==> src/rtl/sie_tx_seq_if.sv <==
// ----------------------------------------------------------------------------
// sie_tx_seq_if
//   Bundles every non-clock signal of the SIE transmit packet sequencer:
//   the request handshake from endpoint logic, the payload source handshake,
//   the byte-wide PHY transmit handshake and the status strobes.
//
//   Signals
//     req_valid / req_ready   packet request handshake
//     pid / with_data / data_len
//                             request fields, sampled at accept
//     data_valid / data / data_ready
//                             payload source; data_ready pulses on consumption
//     tx_valid / tx_data      byte offered to the PHY (LSB first on the line)
//     tx_ready                PHY consumed tx_data (one-cycle pulse)
//     tx_en                   PHY is driving the line (SYNC..EOP)
//     busy / done / err       status: not idle, gap expired, payload underrun
//
//   Modports
//     master  environment side (endpoint logic, data source and PHY)
//     slave   the sequencer itself
// ----------------------------------------------------------------------------
interface sie_tx_seq_if #(
    parameter int LEN_W = 10
);
    logic             req_valid;
    logic             req_ready;
    logic [3:0]       pid;
    logic             with_data;
    logic [LEN_W-1:0] data_len;
    logic             data_valid;
    logic [7:0]       data;
    logic             data_ready;
    logic             tx_valid;
    logic [7:0]       tx_data;
    logic             tx_ready;
    logic             tx_en;
    logic             busy;
    logic             done;
    logic             err;

    modport master (
        output req_valid, pid, with_data, data_len,
        output data_valid, data,
        output tx_ready, tx_en,
        input  req_ready, data_ready, tx_valid, tx_data,
        input  busy, done, err
    );

    modport slave (
        input  req_valid, pid, with_data, data_len,
        input  data_valid, data,
        input  tx_ready, tx_en,
        output req_ready, data_ready, tx_valid, tx_data,
        output busy, done, err
    );
endinterface

==> src/rtl/sie_tx_seq.sv <==
// ----------------------------------------------------------------------------
// sie_tx_seq
//   Transmit packet sequencer between SIE endpoint logic and the byte-wide
//   full-speed transmit PHY. For each accepted request it sends the PID byte,
//   then (for data packets) the payload pulled from the data source followed
//   by the inverted USB CRC16, low byte first. It then waits for the PHY to
//   release the line, holds off for GAP_CYCLES clocks and pulses done.
//   A payload underrun aborts the packet without CRC and pulses err.
//
//   Ports
//     clk_i    clock
//     rstn_i   asynchronous, active-low reset
//     bus      sie_tx_seq_if.slave (request, payload source, PHY, status)
//
//   Parameters
//     LEN_W       width of the payload length field
//     GAP_CYCLES  idle clocks after tx_en falls before done (0..255)
// ----------------------------------------------------------------------------
module sie_tx_seq #(
    parameter int LEN_W      = 10,
    parameter int GAP_CYCLES = 16
) (
    input  logic         clk_i,
    input  logic         rstn_i,
    sie_tx_seq_if.slave  bus
);

    localparam int GAP_W = 8;

    typedef enum logic [2:0] {
        ST_IDLE,
        ST_PID,
        ST_DATA,
        ST_CRC_LO,
        ST_CRC_HI,
        ST_WAIT_EOP,
        ST_GAP
    } state_t;

    state_t           state, state_nxt;
    logic [3:0]       pid_q;
    logic             with_data_q;
    logic [LEN_W-1:0] len_q, len_nxt;
    logic [15:0]      crc_q, crc_nxt;
    logic [GAP_W-1:0] gap_q, gap_nxt;

    logic             req_ready;
    logic             busy;
    logic             tx_valid;
    logic [7:0]       tx_data;
    logic             data_ready;
    logic             done;
    logic             err;

    wire accept = (state == ST_IDLE) && bus.req_valid;

    // Reflected USB CRC16 over one byte, LSB first, eight bit steps unrolled.
    function automatic logic [15:0] crc16_byte(input logic [15:0] crc,
                                               input logic [7:0]  b);
        logic [15:0] c;
        c = crc;
        for (int i = 0; i < 8; i++) begin
            c = (c >> 1) ^ ((c[0] ^ b[i]) ? 16'hA001 : 16'h0000);
        end
        return c;
    endfunction

    // NOTE: sequential state uses non-blocking assignments so every register
    // samples the pre-edge value of every other register.
    always_ff @(posedge clk_i or negedge rstn_i) begin
        if (!rstn_i) begin
            state       <= ST_IDLE;
            pid_q       <= '0;
            with_data_q <= 1'b0;
            len_q       <= '0;
            crc_q       <= '0;
            gap_q       <= '0;
        end else begin
            state <= state_nxt;
            len_q <= len_nxt;
            crc_q <= crc_nxt;
            gap_q <= gap_nxt;
            if (accept) begin
                pid_q       <= bus.pid;
                with_data_q <= bus.with_data;
            end
        end
    end

    always_comb begin
        // NOTE: every signal written here gets a default first, so no path
        // through the case statement can leave one unassigned and infer a latch.
        state_nxt  = state;
        len_nxt    = len_q;
        crc_nxt    = crc_q;
        gap_nxt    = gap_q;
        req_ready  = 1'b0;
        busy       = 1'b1;
        tx_valid   = 1'b0;
        tx_data    = 8'h00;
        data_ready = 1'b0;
        done       = 1'b0;
        err        = 1'b0;

        unique case (state)
            ST_IDLE: begin
                req_ready = 1'b1;
                busy      = 1'b0;
                if (bus.req_valid) begin
                    len_nxt   = bus.data_len;
                    crc_nxt   = 16'hFFFF;
                    state_nxt = ST_PID;
                end
            end

            ST_PID: begin
                tx_valid = 1'b1;
                tx_data  = {~pid_q, pid_q};
                if (bus.tx_ready) begin
                    if (!with_data_q)
                        state_nxt = ST_WAIT_EOP;
                    else if (len_q == '0)
                        state_nxt = ST_CRC_LO;
                    else
                        state_nxt = ST_DATA;
                end
            end

            ST_DATA: begin
                // Payload byte is passed straight through; the source holds it
                // stable until data_ready.
                tx_valid = 1'b1;
                tx_data  = bus.data;
                if (bus.tx_ready) begin
                    if (bus.data_valid) begin
                        data_ready = 1'b1;
                        crc_nxt    = crc16_byte(crc_q, bus.data);
                        len_nxt    = len_q - LEN_W'(1);
                        if (len_q == LEN_W'(1))
                            state_nxt = ST_CRC_LO;
                    end else begin
                        // Underrun: the PHY already took a garbage byte, so the
                        // packet is cut short and the receiver sees a bad CRC.
                        err       = 1'b1;
                        state_nxt = ST_WAIT_EOP;
                    end
                end
            end

            ST_CRC_LO: begin
                tx_valid = 1'b1;
                tx_data  = ~crc_q[7:0];
                if (bus.tx_ready)
                    state_nxt = ST_CRC_HI;
            end

            ST_CRC_HI: begin
                tx_valid = 1'b1;
                tx_data  = ~crc_q[15:8];
                if (bus.tx_ready)
                    state_nxt = ST_WAIT_EOP;
            end

            ST_WAIT_EOP: begin
                // Entered while the PHY still drives the line; leave on its fall.
                if (!bus.tx_en) begin
                    gap_nxt   = GAP_W'(GAP_CYCLES);
                    state_nxt = ST_GAP;
                end
            end

            ST_GAP: begin
                // done fires in the cycle whose decrement reaches zero, which puts
                // it GAP_CYCLES clocks after tx_en is first seen low; a zero count
                // fires on the first gap cycle.
                if (gap_q <= GAP_W'(1)) begin
                    done      = 1'b1;
                    gap_nxt   = '0;
                    state_nxt = ST_IDLE;
                end else begin
                    gap_nxt = gap_q - GAP_W'(1);
                end
            end

            default: state_nxt = ST_IDLE;
        endcase
    end

    assign bus.req_ready  = req_ready;
    assign bus.busy       = busy;
    assign bus.tx_valid   = tx_valid;
    assign bus.tx_data    = tx_data;
    assign bus.data_ready = data_ready;
    assign bus.done       = done;
    assign bus.err        = err;

endmodule

==> src/flat_wrapper.sv <==
// flat-port wrapper written by rule: the top's interface ports become plain ports
module sie_tx_seq_flat 
#(
    parameter int LEN_W      = 10,
    parameter int GAP_CYCLES = 16
)
  (clk_i, rstn_i, bus_req_valid, bus_pid, bus_with_data, bus_data_len, bus_data_valid, bus_data, bus_tx_ready, bus_tx_en, bus_req_ready, bus_data_ready, bus_tx_valid, bus_tx_data, bus_busy, bus_done, bus_err);
  sie_tx_seq_if #(.LEN_W(LEN_W)) bus_i ();
  input  logic clk_i;
  input  logic rstn_i;
  input wire logic [$bits(bus_i.req_valid)-1:0] bus_req_valid;
  input wire logic [$bits(bus_i.pid)-1:0] bus_pid;
  input wire logic [$bits(bus_i.with_data)-1:0] bus_with_data;
  input wire logic [$bits(bus_i.data_len)-1:0] bus_data_len;
  input wire logic [$bits(bus_i.data_valid)-1:0] bus_data_valid;
  input wire logic [$bits(bus_i.data)-1:0] bus_data;
  input wire logic [$bits(bus_i.tx_ready)-1:0] bus_tx_ready;
  input wire logic [$bits(bus_i.tx_en)-1:0] bus_tx_en;
  output wire logic [$bits(bus_i.req_ready)-1:0] bus_req_ready;
  output wire logic [$bits(bus_i.data_ready)-1:0] bus_data_ready;
  output wire logic [$bits(bus_i.tx_valid)-1:0] bus_tx_valid;
  output wire logic [$bits(bus_i.tx_data)-1:0] bus_tx_data;
  output wire logic [$bits(bus_i.busy)-1:0] bus_busy;
  output wire logic [$bits(bus_i.done)-1:0] bus_done;
  output wire logic [$bits(bus_i.err)-1:0] bus_err;
  assign bus_i.req_valid = bus_req_valid;
  assign bus_i.pid = bus_pid;
  assign bus_i.with_data = bus_with_data;
  assign bus_i.data_len = bus_data_len;
  assign bus_i.data_valid = bus_data_valid;
  assign bus_i.data = bus_data;
  assign bus_i.tx_ready = bus_tx_ready;
  assign bus_i.tx_en = bus_tx_en;
  assign bus_req_ready = bus_i.req_ready;
  assign bus_data_ready = bus_i.data_ready;
  assign bus_tx_valid = bus_i.tx_valid;
  assign bus_tx_data = bus_i.tx_data;
  assign bus_busy = bus_i.busy;
  assign bus_done = bus_i.done;
  assign bus_err = bus_i.err;
  sie_tx_seq #(.LEN_W(LEN_W), .GAP_CYCLES(GAP_CYCLES)) u_core (.clk_i(clk_i), .rstn_i(rstn_i), .bus(bus_i));
endmodule
==> config.mk <==
export PLATFORM = sky130hd
export DESIGN_NAME = sie_tx_seq_flat
export DESIGN_NICKNAME = d
export VERILOG_FILES = /design/src/rtl/sie_tx_seq_if.sv /design/src/rtl/sie_tx_seq.sv /design/src/flat_wrapper.sv
export SDC_FILE = /design/constraint.sdc
export NUM_CORES = 1
export LEC_CHECK = 0
export ABC_AREA = 1
export BUFFER_PORTS_ARGS = -buffer_cell sky130_fd_sc_hd__buf_2
export CORE_AREA = 2 2 79 81
export DETAILED_ROUTE_END_ITERATION = 12
export DIE_AREA = 0 0 81 83
export PLACE_DENSITY = 0.7
export SLEW_MARGIN = 10
export SYNTH_ARGS = -nofsm -noshare
export SYNTH_HDL_FRONTEND = slang
export SYNTH_SLANG_ARGS = --single-unit
==> constraint.sdc <==
create_clock -name clk_i -period 2 [get_ports clk_i]
set_clock_uncertainty 0.2 [all_clocks]
set_input_delay 0.3 -clock clk_i [delete_from_list [all_inputs] [get_ports clk_i]]
set_output_delay 0.3 -clock clk_i [all_outputs]
set_load 0.05 [all_outputs]
==> results of run 1 <==
final cells by class:
type	instances	share of cell area
Timing Repair Buffer	104	0.209
Clock buffer	6	0.0205
Tap cell	75	0.0233
Clock inverter	2	0.00310
Inverter	49	0.0484
Multi-Input combinational cell	233	0.433
Sequential cell	42	0.261
Timing Repair inverter	1	0.00155
Yosys cell counts (2+ instances only):
cell type	count
a21oi_1	7
xor2_1	7
o22ai_1	22
o21ai_1	5
nand2_1	48
xnor2_1	8
nor2_1	23
inv_2	6
o22a_1	3
nand2_2	12
nor3_1	8
ha_1	5
clkbuf_1	3
a31oi_1	2
nand4_1	2
o21ai_0	22
nand3_2	6
dfrtp_1	42
a221o_1	7
nand3_1	20
mux2_2	2
inv_1	42
buf_2	4
o211ai_1	5
per-stage QoR:
| step | total power [mW] | std cells | cell area [sq um] |
|---|---|---|---|
| floorplan | 4.15 | 331 | 2750 |
| detailed placement | 5.19 | 472 | 3260 |
| global placement | 5.09 | 472 | 3260 |
| CTS | 6.65 | 503 | 3780 |
| global route | 7.71 | 512 | 4030 |
| finish | 7.22 | 512 | 4030 |
cell usage in the layout, fill, tap and decap left out, types with 3 or more instances in the layout:
cell type and instances:
buf_4 46, dfrtp_1 39, inv_1 36, nand2_1 34, buf_2 29, buf_6 21, nor2_1 18, o22ai_1 16
nand2_4 15, nand3_1 14, o21ai_0 13, nand2_2 12, o21ai_1 12, inv_2 9, nand3_2 9, a21oi_1 7
xnor2_1 7, xor2_1 7, buf_8 7, o22ai_2 6, nor3_1 6, clkbuf_8 6, a221o_2 5, o211ai_1 5
inv_4 4, nand3_4 4, nor2_2 3, o22a_1 3, ha_1 3, dfrtp_2 3
logic make-up after synthesis:
group	share of synthesized area
fa+ha+maj	0.0231
simple gates	0.240
buf+inv	0.0794
flops	0.388
mux	0.00831
xor+xnor	0.0646
compound gates	0.198
repair_timing:
action	in CTS	in global routing
pin swaps	22	21
endpoints found under the hold margin	12	0
gates resized for setup	70	52
endpoints found under the setup margin	18	35
buffers inserted	21	9
hold buffers	1	0
cloned	1	0
layer usage:
layer / up-vias / track usage
met3: 19 / 0.0500
li1: 1350 / -
met1: 1346 / 0.328
met4: 0 / 0.0786
met5: - / 0
met2: 84 / 0.412
power by group through the flow:
stage	Combinational [mW]	Clock, mW	Sequential, mW
floorplan	2.65	0	1.51
global placement	3.51	0	1.58
detailed placement	3.59	0	1.60
CTS	4.44	0.605	1.60
global route	5.38	0.637	1.69
finish	4.98	0.594	1.65
worst max path at each step:
| stage | start | end | slack, ns |
|---|---|---|---|
| after detailed placement | bus_data[0] | u_core.crc_q[0] | -0.12 |
| after global routing | u_core.crc_q[0] | u_core.crc_q[0] | -0.28 |
| after floorplan | u_core.state[2] | u_core.crc_q[0] | -0.19 |
| final | u_core.state[1] | bus_tx_data[1] | -0.17 |
| after CTS | u_core.state[2] | bus_tx_data[1] | -0.15 |
| after global placement | u_core.state[1] | bus_tx_data[0] | -0.001 |
flip-flops by register name, indices dropped and copies added, names as in the netlist:
signal	cells
u_core.with_data_q	1
u_core.pid_q	4
u_core.crc_q	16
u_core.gap_q	8
u_core.len_q	10
u_core.state	3
==> results_dict.tcl, run 1 <==
set metrics [dict create \
    p_seq_frac 0.228 \
    cts_root_buf "clkbuf_8" \
    crit_chain "inv_2 > nor3_4 > buf_6 > buf_6 > a221o_2 > buf_8" \
    cpPeakStageDelay_ns 0.47 \
    outcome "complete, but fails checks" \
    fin_crit_sh 1.08 \
    clkSinkCount 42 \
    wl_met3_um 504 \
    postLayoutSetupSlackWorst_ns -0.169 \
    fin_crit_ns 2.17 \
    path_class "reg -> out" \
    h-tree-depth 2 \
    multi_input_area_sq_mm 0.00175 \
    slew_viol_final 0 \
    rsz0062_at_grt "yes" \
    highest_layer "met4" \
    post-place-ws_ns -0.123 \
    clockBufferDepth 2 \
    power.switching_mw 3.55 \
    postSynthAreaPerCell_sq_um 8.19 \
    antenna_found_initial 0 \
    io_buffers 42 \
    final_core_util 0.694 \
    initial_core_util 0.466 \
    synth_edf_count 0 \
    cp_data_arrival_time_ns 1.67 \
    cts_tree "yes" \
    p_int_mw 3.67 \
    fp.coreArea_sq_mm 0.00582 \
    clk_pin_slew_worst_paths_ns 0.08 \
    critical_path_cell_count 6 \
    tns_ns -2.20 \
    first_pass_iters 4 \
    drive_above_1_share 0.467 \
    min_from "bus_with_data" \
    wl_um 8240 \
    synth_area_leaders "dfrtp_1 (39%), nand2_1 (6.6%), inv_1 (5.8%)" \
    num_vias 2799 \
    comb_power_share 0.690 \
    max_freq_mhz 461 \
    switching_share 0.492 \
    cts_made_buffers 5 \
    drt.antenna.violating_nets 0 \
    gp_congestion 0.886 \
    wl_per_cell_um 16.1 \
    die_height_um 83 \
    hold_path.class "in -> reg" \
    regArea_sq_mm 0.00105 \
    whs_ns 0.0368 \
    min_delay_worst_endpoint "u_core.with_data_q" \
    r2r_slack_ns -0.14 \
    io_pins 43 \
    startpoint_type "flip-flop" \
    drt_iter0_markers 183 \
    area_growth_pct 48.8 \
    setup_viol 25 \
    yosysUniqueCellTypes 44 \
    required_ns 1.50 \
    grt_pass1_vias 2841 \
    overflow 0 \
    power_frac_clock 0.082 \
    crit_top_cell "buf_6" \
    power.density_mw_per_mm2 1790 \
    synth-seq-area-share 0.388 \
    leakagePower_nw 1.83 \
    rows 28 \
    crit_family "buffers and inverters" \
    end_kind "output port" \
    num_antenna_cells 0 \
    route.detailed.drc 0 \
    wl_met1_um 3420 \
    worst_pin_slew_ns 0.476 \
    reg2reg_depth 18 \
    worst_skew_pair.late_latency_ns 0.31 \
    r2r_end "u_core.crc_q[0]" \
    cp_num_buf_inv 4 \
    netlist_instances 331 \
    hpwl_um 5310 \
    async_reset_ff_frac 1.00 \
    yosys.area.top_type "dfrtp_1" \
    syn_nets 365 \
    cap_viol_max_count 0 \
    vdd_drop_max_uv 1010 \
    slowest_stage "dfrtp_2" \
    synth_warnings 0 \
    synth_seq_cells 42 \
    route.met2.wl_um 4120 \
    crit_fanout 5 \
    grt_max_degree 19 \
    violations "negative setup slack" \
    die-area_sq_mm 0.00672 \
    slew_headroom 0.680 \
    r2r-start "u_core.crc_q[0]" \
    ys.flop_type "dfrtp_1" \
    post_drt_via_cell_ratio 5.47 \
    grt_usage 0.251 \
    fillers 472 \
    finalHoldViolCount 0 \
    dieWidth_um 81 \
    grt_pass1_wl_um 13300 \
    yosysTopAreaCellShare 0.388 \
    hold-path-cell-count 2 \
    syn-cell-area_sq_mm 0.00271 \
    layout.nets 470 \
]
Power figures use the tool's default switching activity.
==> run 2: changes to the inputs <==
Settings changed: ABC_AREA 1 to unset, CORE_AREA 2 2 79 81 to 2 2 77 79, DIE_AREA 0 0 81 83 to 0 0 79 81, PLACE_DENSITY 0.7 to 0.71.
==> results_dict.tcl, run 2 <==
set metrics [dict create \
    wl_per_cell_um 17.1 \
    initial_core_util 0.459 \
    outcome "complete, but fails checks" \
    hpwl_um 4880 \
    fin_crit_sh 1.08 \
    largest_register "u_core.crc_q" \
    fp.coreArea_sq_mm 0.00568 \
    synth_seq_cells 42 \
    switching_share 0.455 \
    yosysUniqueCellTypes 55 \
    overflow 0 \
    cts_root_buf "clkbuf_8" \
    layout_common_cells "buf_4 (52), dfrtp_1 (39), buf_2 (28)" \
    io_buffers 42 \
    io_pins 43 \
    synth_warnings 0 \
    path_class "reg -> out" \
    grt_pass1_wl_um 11600 \
    dpl_cell_area_sq_mm 0.00330 \
    clk_pin_slew_worst_paths_ns 0.10 \
    synth-seq-area-share 0.404 \
    comb_power_share 0.683 \
    first_pass_iters 4 \
    max_freq_mhz 463 \
    hold_path.class "in -> reg" \
    rows 28 \
    setup_viol 16 \
    yosysTopAreaCellShare 0.404 \
    finalHoldViolCount 0 \
    worst_pin_slew_ns 0.576 \
    h-tree-depth 2 \
    p_int_mw 3.99 \
    drt.antenna.violating_nets 0 \
    violations "negative setup slack" \
    r2r_slack_ns -0.13 \
    clkSinkCount 42 \
    slew_viol_final 0 \
    route.detailed.drc 0 \
    async_reset_ff_frac 1.00 \
    leakagePower_nw 1.74 \
    startpoint_type "flip-flop" \
    end_kind "output port" \
    grt_pass1_vias 2424 \
    synth_edf_count 0 \
    syn_nets 318 \
    grt_max_degree 33 \
    crit_fanout 3 \
    clockBufferDepth 2 \
    whs_ns 0.00563 \
    gp_congestion 0.907 \
    power.density_mw_per_mm2 1850 \
    p_seq_frac 0.234 \
    cap_viol_max_count 0 \
    postSynthAreaPerCell_sq_um 9.16 \
    fin_crit_ns 2.16 \
    num_antenna_cells 0 \
    die-area_sq_mm 0.00640 \
    yosysMostFrequentCell "dfrtp_1" \
    rsz0062_at_grt "yes" \
    area_growth_pct 52.3 \
    wl_um 7860 \
    drive_above_1_share 0.499 \
    slew_headroom 0.616 \
    synth_area_leaders "dfrtp_1 (40%), nor2_1 (3.8%), xnor2_1 (3.7%)" \
    cts_made_buffers 5 \
    required_ns 1.50 \
    antenna_found_initial 0 \
    syn-cell-area_sq_mm 0.00260 \
    dieWidth_um 79 \
    tns_ns -1.52 \
    p_total_mw 7.32 \
    post_drt_via_cell_ratio 5.64 \
    cp_data_arrival_time_ns 1.66 \
    reg.largest.list "u_core.crc_q: 16 flops, u_core.len_q: 10 flops, u_core.gap_q: 8 flops" \
    layout.nets 418 \
    postLayoutSetupSlackWorst_ns -0.160 \
    die_height_um 81 \
    worst_skew_pair.late_latency_ns 0.31 \
    finalInstanceArea_sq_mm 0.00396 \
    grt_usage 0.234 \
    num_vias 2594 \
    layout_commonest_cell "buf_4" \
    ys_top_cells_by_count "dfrtp_1 (42), nor2_1 (26), nand2_1 (24), o21ai_0 (19), a21oi_1 (18)" \
    power_frac_clock 0.083 \
    vdd_drop_max_uv 1070 \
    fillers 406 \
    yosys.area.top_type "dfrtp_1" \
    largest_reg_flops 16 \
    drt_iter0_markers 148 \
    ys.flop_type "dfrtp_1" \
    power.switching_mw 3.33 \
    netlist_instances 284 \
    cts_tree "yes" \
]
## run 2: routing by layer
layer  track usage  up-vias  routed length [um]
met5             0        -                   0
met4        0.0966        0                 184
met3        0.0478       21                 405
met2         0.383      100                4040
met1         0.304     1253                3230
li1              -     1220                   -
## run 2: cells by family (layout without fill, tap and decap cells)
| group | after synthesis | in the layout | synth area share |
|---|---|---|---|
| xor+xnor | 24 | 24 | 0.0947 |
| flops | 42 | 42 | 0.404 |
| simple gates | 95 | 95 | 0.190 |
| compound gates | 82 | 82 | 0.201 |
| buf+inv | 24 | 125 | 0.0361 |
| fa+ha+maj | 5 | 5 | 0.0240 |
| mux | 12 | 12 | 0.0505 |
## run 2: worst paths after layout
kind	depth (start not counted)	end	from
worst max-delay path	6	bus_done	u_core.gap_q[0]
worst min-delay path	2	u_core.pid_q[2]	bus_pid[2]
worst max register to register	8	u_core.state[1]	u_core.state[1]
worst min register to register	1	u_core.gap_q[3]	u_core.gap_q[3]
max in group asynchronous	3	u_core.crc_q[0]	rstn_i
min in group asynchronous	2	u_core.gap_q[7]	rstn_i
## run 2: critical path: stages, from the launching register on
cell and delay (ns):
dfrtp_1 0.39, inv_1 0.06, ha_2 0.17, or2_1 0.24
and4_1 0.17, and3_4 0.18, buf_8 0.14
## run 2: area by class of cell
type                    count  area (sq um)  area share
clock buffers               5          68.8      0.0174
multi-input cells         218          1800       0.454
well taps                  75          93.8      0.0237
inverters                   9          33.8     0.00852
repair buffers            108           883       0.223
clock inverters             3          28.8     0.00726
flip-flops and latches     42          1050       0.266
## run 2: per-stage QoR
stage          setup WS [ns]   util  std cells
2_1_floorplan         -0.108      -        284
3_3_place_gp         -0.0751  0.581        430
3_5_place_dp          -0.102  0.581        430
4_1_cts               -0.118  0.656        449
5_1_grt               -0.222  0.698        460
6_report              -0.160  0.698        460
## run 2: power groups by stage
| stage | Combinational [mW] | Clock (mW) | Sequential (mW) |
|---|---|---|---|
| 2_1_floorplan | 2.75 | 0 | 1.52 |
| 3_3_place_gp | 3.78 | 0 | 1.66 |
| 3_5_place_dp | 3.86 | 0 | 1.66 |
| 4_1_cts | 4.43 | 0.617 | 1.67 |
| 5_1_grt | 5.31 | 0.666 | 1.76 |
| 6_report | 5.00 | 0.609 | 1.71 |
## run 2: what timing repair did
action	4_1_cts	5_1_grt
gates resized for setup	70	34
cloned	0	1
setup buffers	10	12
hold endpoints to repair	23	0
endpoints found under the setup margin	19	30
pin swaps	15	18
hold buffers	1	0
==> run 3: changes to the inputs <==
--- a/config.mk
+++ b/config.mk
@@ -11,3 +11,3 @@
 export DIE_AREA = 0 0 79 81
-export PLACE_DENSITY = 0.71
+export PLACE_DENSITY = 0.68
 export SLEW_MARGIN = 10
@@ -16 +16,2 @@
 export SYNTH_SLANG_ARGS = --single-unit
+export TNS_END_PERCENT = 50
==> constraint.sdc (replaced) <==
create_clock -name clk_i -period 2.6 [get_ports clk_i]
set_clock_uncertainty 0.2 [all_clocks]
set_input_delay 0.52 -clock clk_i [delete_from_list [all_inputs] [get_ports clk_i]]
set_output_delay 0.52 -clock clk_i [all_outputs]
set_load 0.05 [all_outputs]
==> results_dict.tcl, run 3 (synthesis gave the netlist of run 2 again) <==
set metrics [dict create \
    dieWidth_um 79 \
    clk_pin_slew_worst_paths_ns 0.08 \
    area_growth_pct 20.0 \
    die-area_sq_mm 0.00640 \
    post_drt_via_cell_ratio 5.47 \
    drt_iter0_markers 136 \
    die_height_um 81 \
    grt_pass1_wl_um 10100 \
    drt.antenna.violating_nets 0 \
    finalInstanceArea_sq_mm 0.00312 \
    fp.coreArea_sq_mm 0.00568 \
    grt_usage 0.203 \
    clkSinkCount 42 \
    gp_congestion 0.836 \
    route.detailed.drc 0 \
    path_class "reg -> out" \
    hold_path.class "in -> reg" \
    vdd_drop_max_uv 655 \
    finalHoldViolCount 0 \
    grt_use_met2 0.340 \
    wl_um 6250 \
    drive_above_1_share 0.265 \
    cap_viol_max_count 0 \
    regArea_sq_mm 0.00105 \
    hpwl_um 4590 \
    cts_tree "yes" \
    end_kind "output port" \
    dpl_cell_area_sq_mm 0.00298 \
    h-tree-depth 2 \
    grt_util_met3 0.0367 \
    max_freq_mhz 390 \
    clockBufferDepth 2 \
    rows 28 \
    io_buffers 42 \
    cts_made_buffers 5 \
    overflow 0 \
    fin_crit_ns 2.56 \
    power.density_mw_per_mm2 1350 \
    cts_root_buf "clkbuf_8" \
    slew_viol_final 0 \
    worst_skew_pair.late_latency_ns 0.30 \
    first_pass_iters 4 \
    multi_input_area_sq_mm 0.00149 \
    setup_viol 0 \
    initial_core_util 0.459 \
    tns_ns 0 \
    layout_commonest_cell "dfrtp_1" \
    grt_pass1_vias 2072 \
    antenna_found_initial 0 \
    fin_crit_sh 0.986 \
    grt_use_met1 0.265 \
    cp_data_arrival_time_ns 1.84 \
    instances_no_fill 414 \
    grt-busiest-layer "met2" \
    outcome "finished clean" \
    reg.largest.list "u_core.crc_q: 16 flops, u_core.len_q: 10 flops, u_core.gap_q: 8 flops" \
    startpoint_type "flip-flop" \
    num_antenna_cells 0 \
    numPlacedInstances 401 \
    slew_headroom 0.624 \
    layout.nets 373 \
    wl_per_cell_um 15.1 \
    num_vias 2265 \
    io_pins 43 \
    rsz0062_at_grt "yes" \
    crit_fanout 6 \
    largest_register "u_core.crc_q" \
    largest_reg_flops 16 \
    layout_common_cells "dfrtp_1 (40), buf_2 (38), nor2_1 (25)" \
    required_ns 1.88 \
    leakagePower_nw 1.36 \
    fillers 553 \
    grt_max_degree 33 \
    worst_pin_slew_ns 0.560 \
]
-- run 3: cell count changes in the layout (fill, tap and decap cells not counted), sizes merged --
| cell | previous run | this run |
|---|---|---|
| clkinv | 1 | 0 |
| clkbuf | 6 | 7 |
| buf | 106 | 62 |
| inv | 11 | 9 |
-- run 3: final cells by class --
class,count,share of cell area
Clock buffer,7,0.0244
Inverter,9,0.0108
Multi-Input combinational cell,218,0.476
Sequential cell,42,0.337
Tap cell,75,0.0300
Timing Repair Buffer,63,0.122
-- run 3: critical path, cell delays in order, from the launching register on --
cell and delay, ns:
dfrtp_1 0.38, inv_1 0.05, ha_1 0.26, or2_1 0.26, and4_1 0.21, and3_1 0.18, buf_2 0.21
-- run 3: layer usage --
metal  up-vias  share of wire
met3         8          0.038
met1      1085           0.47
met4         0          0.016
li1       1124              -
met2        48           0.48
met5         -              0
-- run 3: worst paths after layout --
kind / start / to / slack, ns / depth (start not counted)
setup / recovery: u_core.gap_q[0] / bus_done / 0.04 / 6
hold / removal: bus_pid[1] / u_core.pid_q[1] / 0.25 / 2
setup reg to reg: u_core.len_q[2] / u_core.state[1] / 0.33 / 5
hold reg to reg: u_core.pid_q[2] / u_core.pid_q[2] / 0.29 / 1
max in group asynchronous: rstn_i / u_core.state[0] / 1.16 / 3
min in group asynchronous: rstn_i / u_core.gap_q[0] / 0.47 / 2
-- run 3: stage by stage --
stage	setup WS [ns]	hold slack [ns]	total power, mW	utilization
2_1_floorplan	-0.0370	0.0244	3.16	-
3_3_place_gp	0.310	0.257	3.70	0.524
3_5_place_dp	0.286	0.254	3.73	0.524
4_1_cts	-0.00349	0.242	4.19	0.544
5_1_grt	-0.0460	0.255	4.55	0.550
6_report	0.0369	0.249	4.23	0.550
-- run 3: where the power goes --
group	internal, mW	total, mW	switching, mW
sequential	0.951	1.29	0.336
combinational	1.10	2.54	1.44
clock	0.185	0.400	0.215
-- run 3: timing repair --
action                                 4_1_cts  5_1_grt
buffers inserted                             2        3
resized for setup                            4        5
hold buffers                                 1        0
pin swaps                                    0        0
endpoints found under the hold margin       14        0
setup endpoints to repair                    6       10
